<file path="src/rtl/cpu_pkg.sv">
`default_nettype none
// ============================================================================
// Module   : cpu_pkg
// Brief    : Shared widths, opcode constants and instruction field positions.
// Revision : 1.0
// ============================================================================
package cpu_pkg;

    localparam int ADDR_W  = 10;
    localparam int INSTR_W = 18;
    localparam int OP_W    = 4;

    localparam logic [OP_W-1:0] OP_ADD  = 4'h0;
    localparam logic [OP_W-1:0] OP_SUB  = 4'h1;
    localparam logic [OP_W-1:0] OP_AND  = 4'h2;
    localparam logic [OP_W-1:0] OP_OR   = 4'h3;
    localparam logic [OP_W-1:0] OP_LDI  = 4'h4;
    localparam logic [OP_W-1:0] OP_LD   = 4'h5;
    localparam logic [OP_W-1:0] OP_ST   = 4'h6;
    localparam logic [OP_W-1:0] OP_JMP  = 4'h7;
    localparam logic [OP_W-1:0] OP_BEQ  = 4'h8;
    localparam logic [OP_W-1:0] OP_HALT = 4'hF;

    localparam int OPC_HI  = 17;
    localparam int OPC_LO  = 14;
    localparam int DST_HI  = 13;
    localparam int DST_LO  = 10;
    localparam int SRC1_HI = 9;
    localparam int SRC1_LO = 6;
    localparam int IMM_HI  = 5;
    localparam int IMM_LO  = 0;

    function automatic logic [OP_W-1:0] opcode_of(input logic [INSTR_W-1:0] instr);
        return instr[OPC_HI:OPC_LO];
    endfunction

endpackage
`default_nettype wire

</file>
<file path="src/rtl/fetch_queue.sv">
`default_nettype none
// ============================================================================
// Module   : fetch_queue
// Brief    : Two-entry synchronous FIFO; entry 0 is always the head.
// Revision : 1.0
// ============================================================================
module fetch_queue
    import cpu_pkg::*;
#(
    parameter int W = ADDR_W + INSTR_W
) (
    input  logic         clk,
    input  logic         rst,
    input  logic         push,
    input  logic         pop,
    input  logic         flush,
    input  logic [W-1:0] wdata,
    output logic [W-1:0] head,
    output logic [1:0]   count
);

    logic [W-1:0] r_ent0;
    logic [W-1:0] r_ent1;
    logic [1:0]   r_count;

    always_ff @(posedge clk) begin
        if (rst || flush) begin
            r_count <= 2'd0;
        end else begin
            case ({push, pop})
                2'b11: begin
                    // count is unchanged; the new entry slots in behind whatever remains
                    if (r_count == 2'd2) begin
                        r_ent0 <= r_ent1;
                        r_ent1 <= wdata;
                    end else begin
                        r_ent0 <= wdata;
                    end
                end
                2'b10: begin
                    if (r_count == 2'd0) r_ent0 <= wdata;
                    else                 r_ent1 <= wdata;
                    r_count <= r_count + 2'd1;
                end
                2'b01: begin
                    r_ent0  <= r_ent1;
                    r_count <= r_count - 2'd1;
                end
                default: ;
            endcase
        end
    end

    assign head  = r_ent0;
    assign count = r_count;

endmodule
`default_nettype wire

</file>
<file path="src/rtl/fetch_unit.sv">
`default_nettype none
// ============================================================================
// Module   : fetch_unit
// Brief    : Fetch stage: PC, imem drive, 2-entry output queue, halt FSM.
// Revision : 1.0
// ============================================================================
module fetch_unit
    import cpu_pkg::*;
#(
    parameter int                 ADDR_W   = cpu_pkg::ADDR_W,
    parameter int                 INSTR_W  = cpu_pkg::INSTR_W,
    parameter int                 OP_W     = cpu_pkg::OP_W,
    parameter logic [ADDR_W-1:0]  RESET_PC = '0,
    parameter logic [OP_W-1:0]    HALT_OP  = cpu_pkg::OP_HALT
) (
    input  logic               clk,
    input  logic               reset,
    output logic [ADDR_W-1:0]  imem_addr,
    input  logic [INSTR_W-1:0] imem_data,
    input  logic               redirect_valid,
    input  logic [ADDR_W-1:0]  redirect_target,
    output logic               out_valid,
    input  logic               out_ready,
    output logic [INSTR_W-1:0] out_instr,
    output logic [ADDR_W-1:0]  out_pc,
    output logic [OP_W-1:0]    out_opcode,
    output logic               halted,
    output logic [ADDR_W-1:0]  fetch_pc
);

    localparam int         c_QW          = ADDR_W + INSTR_W;
    localparam logic [0:0] c_ST_FETCH    = 1'b0;
    localparam logic [0:0] c_ST_HALTED   = 1'b1;

    logic [0:0]         r_state;
    logic [0:0]         w_state_nxt;
    logic [ADDR_W-1:0]  r_fetch_pc;
    logic [c_QW-1:0]    w_head;
    logic [1:0]         w_count;
    logic               w_valid;
    logic               w_pop;
    logic               w_push;
    logic               w_push_halt;

    assign w_valid = (w_count != 2'd0);
    // a redirect discards the head, so it must not count as consumed
    assign w_pop   = w_valid & out_ready & ~redirect_valid;
    assign w_push  = (r_state == c_ST_FETCH) & ~redirect_valid
                   & ((w_count != 2'd2) | w_pop);
    assign w_push_halt = w_push & (imem_data[INSTR_W-1 -: OP_W] == HALT_OP);

    fetch_queue #(
        .W (c_QW)
    ) u_queue (
        .clk   (clk),
        .rst   (~reset),
        .push  (w_push),
        .pop   (w_pop),
        .flush (redirect_valid),
        .wdata ({r_fetch_pc, imem_data}),
        .head  (w_head),
        .count (w_count)
    );

    always_ff @(posedge clk) begin
        if (!reset) begin
            r_state    <= c_ST_FETCH;
            r_fetch_pc <= RESET_PC;
        end else begin
            r_state <= w_state_nxt;
            if (redirect_valid)  r_fetch_pc <= redirect_target;
            else if (w_push)     r_fetch_pc <= r_fetch_pc + ADDR_W'(1);
        end
    end

    always_comb begin
        w_state_nxt = r_state;
        if (redirect_valid)   w_state_nxt = c_ST_FETCH;
        else if (w_push_halt) w_state_nxt = c_ST_HALTED;
    end

    assign imem_addr  = r_fetch_pc;
    assign fetch_pc   = r_fetch_pc;
    assign halted     = (r_state == c_ST_HALTED);
    assign out_valid  = w_valid;
    assign out_pc     = w_valid ? w_head[c_QW-1 -: ADDR_W]  : '0;
    assign out_instr  = w_valid ? w_head[INSTR_W-1:0]       : '0;
    assign out_opcode = out_instr[INSTR_W-1 -: OP_W];

endmodule
`default_nettype wire

</file>
<file path="config.mk">
export PLATFORM = sky130hd
export DESIGN_NAME = fetch_unit
export DESIGN_NICKNAME = d
export VERILOG_FILES = /design/src/rtl/cpu_pkg.sv /design/src/rtl/fetch_queue.sv /design/src/rtl/fetch_unit.sv
export SDC_FILE = /design/constraint.sdc
export NUM_CORES = 1
export LEC_CHECK = 0
export CORE_MARGIN = 3
export CORE_UTILIZATION = 52
export DETAILED_ROUTE_END_ITERATION = 6
export PLACE_DENSITY = 0.94
export SLEW_MARGIN = 20
export SYNTH_ARGS = -nofsm -noshare
export SYNTH_HDL_FRONTEND = slang
export SYNTH_SLANG_ARGS = --single-unit
</file>
<file path="constraint.sdc">
create_clock -name clk -period 8.05 [get_ports clk]
set_input_delay 1.61 -clock clk [delete_from_list [all_inputs] [get_ports clk]]
set_output_delay 1.61 -clock clk [all_outputs]
set_load 0.005 [all_outputs]
</file>
# Word-level counts from Yosys, hierarchy flattened
# Cells that the tools add are included.
# classes
bitwise,10
addsub,3
mux,11
n_eq_ne,9
reduce_logical,10
# ops
cell,count
$mux 28,4
$pmux 28 s3,1
$pmux 28 s2,1
$mux 10,3
$mux 18,1
$add 10x1->10 const B,1
$reduce_bool 2->1,4
$eq 2x2->1 const B,3
$and 1x1->1,5
$eq 4x4->1 const B,1
$ne 2x1->1 const B,2
$ne 2x2->1 const B,2
$not 1->1,4
$pmux 2 s2,1
$reduce_and 4->1,1
$reduce_and 3->1,1
$reduce_bool 3->1,1
$add 2x1->2 const B,1
$eq 2x1->1 const B,1
$logic_not 2->1,1
$reduce_or 2->1,1
$sub 2x1->2 const B,1
$logic_or 1x1->1,1
$or 1x1->1,1
# word_totals
word_cells,48
inputBits,32
register_bits,69

# Logic depth before layout (Yosys ltp)
# logic_depth
depth_word,8
mapped_depth,6

# By module
# Synthesis repeated with hierarchy kept, for this count alone.
# unflattened
cells_unflattened,233
hier_area_um2,3133.0
# modules_own_cells
mod,area_per_inst_um2,cells_per_inst,n_inst,seq_area_each_um2
fetch_queue,2198.4,115,1,1721.7
fetch_unit,934.6,118,1,220.2

# Worst setup path after synthesis
# OpenSTA, ideal clock, no wires.
# synth_timing
path_type,in2reg
startpoint,input out_ready
endpoint,"register u_queue.r_ent1[0], enable pin"
arrival_time_ns,3.856
path_stages,3
required_time_ns,7.602
setup_ns,0.448
setup_slack_ns,3.746
path_cell_list,and2b_1 a21oi_1 nor3_1
# synth_between
elab_chain_cells,7
# synth_rtl
item,line_no,text
from (decl),fetch_unit.sv:23,"input logic out_ready,"
$and 1x1->1 * (2 in a row),fetch_unit.sv:47,assign w_pop = w_valid & out_ready & ~redirect_valid;
$or 1x1->1,fetch_unit.sv:49,& ((w_count != 2'd2) | w_pop);
$and 1x1->1,fetch_unit.sv:49,
$eq 2x2->1,fetch_queue.sv:30,"case ({push, pop})"
$ne 2x2->1 (no source line) (tied with other cells),-,
$reduce_and 4->1 (no source line) *,-,
to (signal assigned),fetch_queue.sv:35,r_ent1 <= wdata;
to (signal assigned),fetch_queue.sv:42,else r_ent1 <= wdata;
to (decl),fetch_queue.sv:23,logic [W-1:0] r_ent1;
# Every way passes the cells marked *; elsewhere a longest branch is shown, timed or not.
# A chain may end at the register's enable or synchronous reset.

# Worst setup path after layout
# layout_timing
startpoint,"register u_queue.r_count[0], in the netlist u_queue.count[0]"
endpoint,output out_pc[6]
# layout_between
elab_chain_cells,2
# layout_rtl
item,line_no,text
from (decl),fetch_queue.sv:24,logic [1:0] r_count;
from (signal assigned),fetch_queue.sv:43,r_count <= r_count + 2'd1;
from (signal assigned),fetch_queue.sv:47,r_count <= r_count - 2'd1;
$reduce_bool 2->1,fetch_unit.sv:45,assign w_valid = (w_count != 2'd0);
$mux 10,fetch_unit.sv:86,assign out_pc = w_valid ? w_head[c_QW-1 -: ADDR_W] : '0;
to (decl),fetch_unit.sv:25,"output logic [ADDR_W-1:0] out_pc,"
# Every way passes these cells.

==> run_results.csv <==
group,metric,value,unit
outcome,status,"finished, final reports clean",
final_layout,synthToLayoutAreaGrowth,31.0,%
global_routing,use_met1,23.5,%
cts,numCtsBuffers,9,
global_routing,grt_pass1_vias,1958,
sta,report.final.slew_viol_count,0,
synthesis,syn-num-nets,253,
cts,postCtsSetupRepairBufs,0,
power_and_ir_drop,ir_drop,0.000123,V
worst_setup_path,worst_r2r_endpoint,"u_queue.head[8]$_DFFE_PP_",
global_routing,grt_usage,18.7,%
synthesis,synth_area,3150,µm²
routing,viasPerCell,5.22,
power_and_ir_drop,power_frac_clock,32.0,%
power_and_ir_drop,swShare,22.4,%
routing,drt_first_pass_iters,4,
worst_setup_path,rr_worst_depth,4,
power_and_ir_drop,p_comb_share,12.5,%
worst_setup_path,worstReg2RegStart,"u_queue.count[0]$_SDFFE_PN0N_",
final_layout,antenna_cells,0,
synthesis,syn_inst,220,
power_and_ir_drop,p_leak,1.42,nW
routing,drt_wl_total,6.49,mm
synthesis,synthArstFlopShare,0,%
final_layout,nFillCells,361,
min_path,min_to,"u_queue.head[12]$_DFFE_PP_",
synthesis,yosysWarnings,0,
worst_setup_path,cp.required,6.44,ns
floorplan,die_h,83.8,µm
synthesis,synthTopCellsByCount,"56 x edfxtp_1, 28 x and2_1, 20 x mux2_4",
min_path,min-delay-start,"u_queue.r_ent1[12]$_DFFE_PP_",
sta,whs,0.543,ns
cts,cts.htree.levels,3,
sta,finalCritPeriodShare,49.0,%
global_routing,grt_first_pass_wirelength,10.2,mm
job,maxCapViolations,0,
synthesis,synth_top_area_share,53.4,%
synthesis,syn_area_per_cell,14.3,µm²
routing,num_vias,1943,
global_routing,grt-busiest-layer,"met2",
sta,tightest_slew,0.900,ns
routing,ant_nets,0,
sta,fin_crit,3.95,ns
worst_setup_path,ff2ff_setup_slack,5.49,ns
power_and_ir_drop,p_int,0.578,mW
worst_setup_path,crit_path_start_kind,"flop",
synthesis,yosysMostFrequentCell,"edfxtp_1",
power_and_ir_drop,design_power_total,0.745,mW
global_routing,grt.met2_usage,31.0,%
cts,root_buffer,"clkbuf_8",
placed_design,io_buffer_count,85,
sta,rsz0062_at_grt,"false",
synthesis,synth_cell_types,37,
worst_setup_path,end_kind,"primary output",
cts,clkTransAtPathRegs,0.07,ns
power_and_ir_drop,p_seq_share,55.5,%
routing,wire_per_inst,17.4,µm
power_and_ir_drop,p_per_area,180,nW/µm²
synthesis,netlist_top_cells_area,"edfxtp_1 53%, mux2_4 9.5%, dfxtp_1 8.3%",
floorplan,start_util,55.5,%
routing,remaining_drc_errors,0,
final_layout,drive_above_1_share,17.0,%
worst_setup_path,crit_fanout,30,
cts,cts_tree,"built",
sta,fin_setup_tns,0,ns
cts,clock_sinks,69,
sta,setup_ws,4.10,ns
synthesis,synth_ff_type,"edfxtp_1",
floorplan,die-area,7030,µm²
cts,clock_latency,0.33,ns
placed_design,gp_congestion,0.787,
sta,hold_viol,0,
power_and_ir_drop,p_switching,0.166,mW
floorplan,core,5680,µm²
synthesis,synth-seq-area-share,61.6,%
min_path,hp-class,"flop to flop",
synthesis,yosysTopAreaCell,"edfxtp_1",
routing,first_iter_violations,123,
global_routing,use_met3,4.44,%
sta,relSlewSlack,39.9,%
sta,fin_skew,0.00983,ns
floorplan,rows,27,
floorplan,num_io_pins,86,
global_routing,grt_overflow_total,0,
cts,cts_max_path_buffers,2,
global_routing,grt_max_degree,31,
synthesis,synth-edff-count,56,
worst_setup_path,arrival,2.34,ns
sta,setup_viol,0,
worst_setup_path,path_class,"flop to primary output",
cts,cts_resized,0,
sta,fmax,0.253,GHz
placed_design,pre_cts_ws,4.13,ns
placed_design,dp_hpwl,4.52,mm
final_layout,layout.nets,328,
min_path,hold_depth,1,
floorplan,die_w,83.8,µm
cts,holdBufCountCts,0,
global_routing,antenna_found_initial,0,
synthesis,synth-seq-cells,69,
[placed cells by master, fill, tap and decap left out, types with 2 or more instances in the layout]
master / instances
a211oi_1: 3
a21oi_1: 9
and2_1: 28
clkbuf_8: 10
clkdlybuf4s50_1: 85
clkinv_1: 2
clkinv_2: 2
dfxtp_1: 13
edfxtp_1: 56
inv_1: 2
mux2_2: 8
mux2_4: 20
nand2_1: 6
nand3_1: 4
nand4_1: 2
nor2_1: 5
nor3_1: 3
nor4_1: 2
o21ai_0: 10
xnor2_1: 8
[through the flow]
stage | util (%) | area, µm² | instances
after floorplan | - | 3150 | 220
after global placement | 69.3 | 3930 | 355
after CTS | 72.2 | 4100 | 371
after detailed placement | 69.3 | 3930 | 355
after global routing | 72.7 | 4130 | 372
final | 72.7 | 4130 | 372
[routing by layer]
metal	vias up	wire length [µm]
li1	939	-
met1	916	2800
met2	76	3180
met3	12	385
met4	0	127
met5	-	0
[sequential cells by signal, indices dropped and copies added, names as in the netlist]
register / count
fetch_pc: 10
u_queue.head: 28
halted: 1
u_queue.count: 2
u_queue.r_ent1: 28
[power by group through the flow]
stage	registers [mW]	clock network, mW	logic, mW
after floorplan	0.416	0	0.0464
after global placement	0.420	0	0.0900
after detailed placement	0.421	0	0.0932
after CTS	0.413	0.241	0.0940
after global routing	0.415	0.260	0.101
final	0.413	0.238	0.0934
[cell type report]
cell class | instances | area (µm²) | share of cell area (%)
timing repair buffer | 87 | 886 | 21.5
clock buffer | 11 | 141 | 3.43
sequential | 69 | 1940 | 47.1
inverter | 3 | 11.3 | 0.273
tap | 72 | 90.1 | 2.18
multi-input combinational | 125 | 1030 | 25.0
clock inverter | 5 | 26.3 | 0.637
[worst max-delay path, cell delays in order, from the launching register on]
cell and delay [ns]:
dfxtp_1 0.55, nor2_1 0.13, inv_1 0.52, and2_1 0.26, clkdlybuf4s50_1 0.54
[how the worst max path moves through the flow]
stage,endpoint,from,slack [ns]
after global routing,out_instr[16],u_queue.count[0]$_SDFFE_PN0N_,3.96
after CTS,out_pc[6],u_queue.count[0]$_SDFFE_PN0N_,4.09
final,out_pc[6],u_queue.count[0]$_SDFFE_PN0N_,4.10
after floorplan,u_queue.r_ent1[0]$_DFFE_PP_,out_ready,3.75
after global placement,u_queue.head[1]$_DFFE_PP_,out_ready,4.26
after detailed placement,u_queue.head[2]$_DFFE_PP_,out_ready,4.13
[logic make-up after synthesis]
group / count (synthesis) / synth area share, %
AOI/OAI and AO/OA: 26 / 4.81
adders and majority gates: 1 / 0.397
xor gates and xnor gates: 8 / 2.22
DFF: 69 / 61.6
muxes: 29 / 12.7
buffers and inverters: 26 / 6.20
and+or+nand+nor: 61 / 12.0
(Power assumes the default switching activity.)
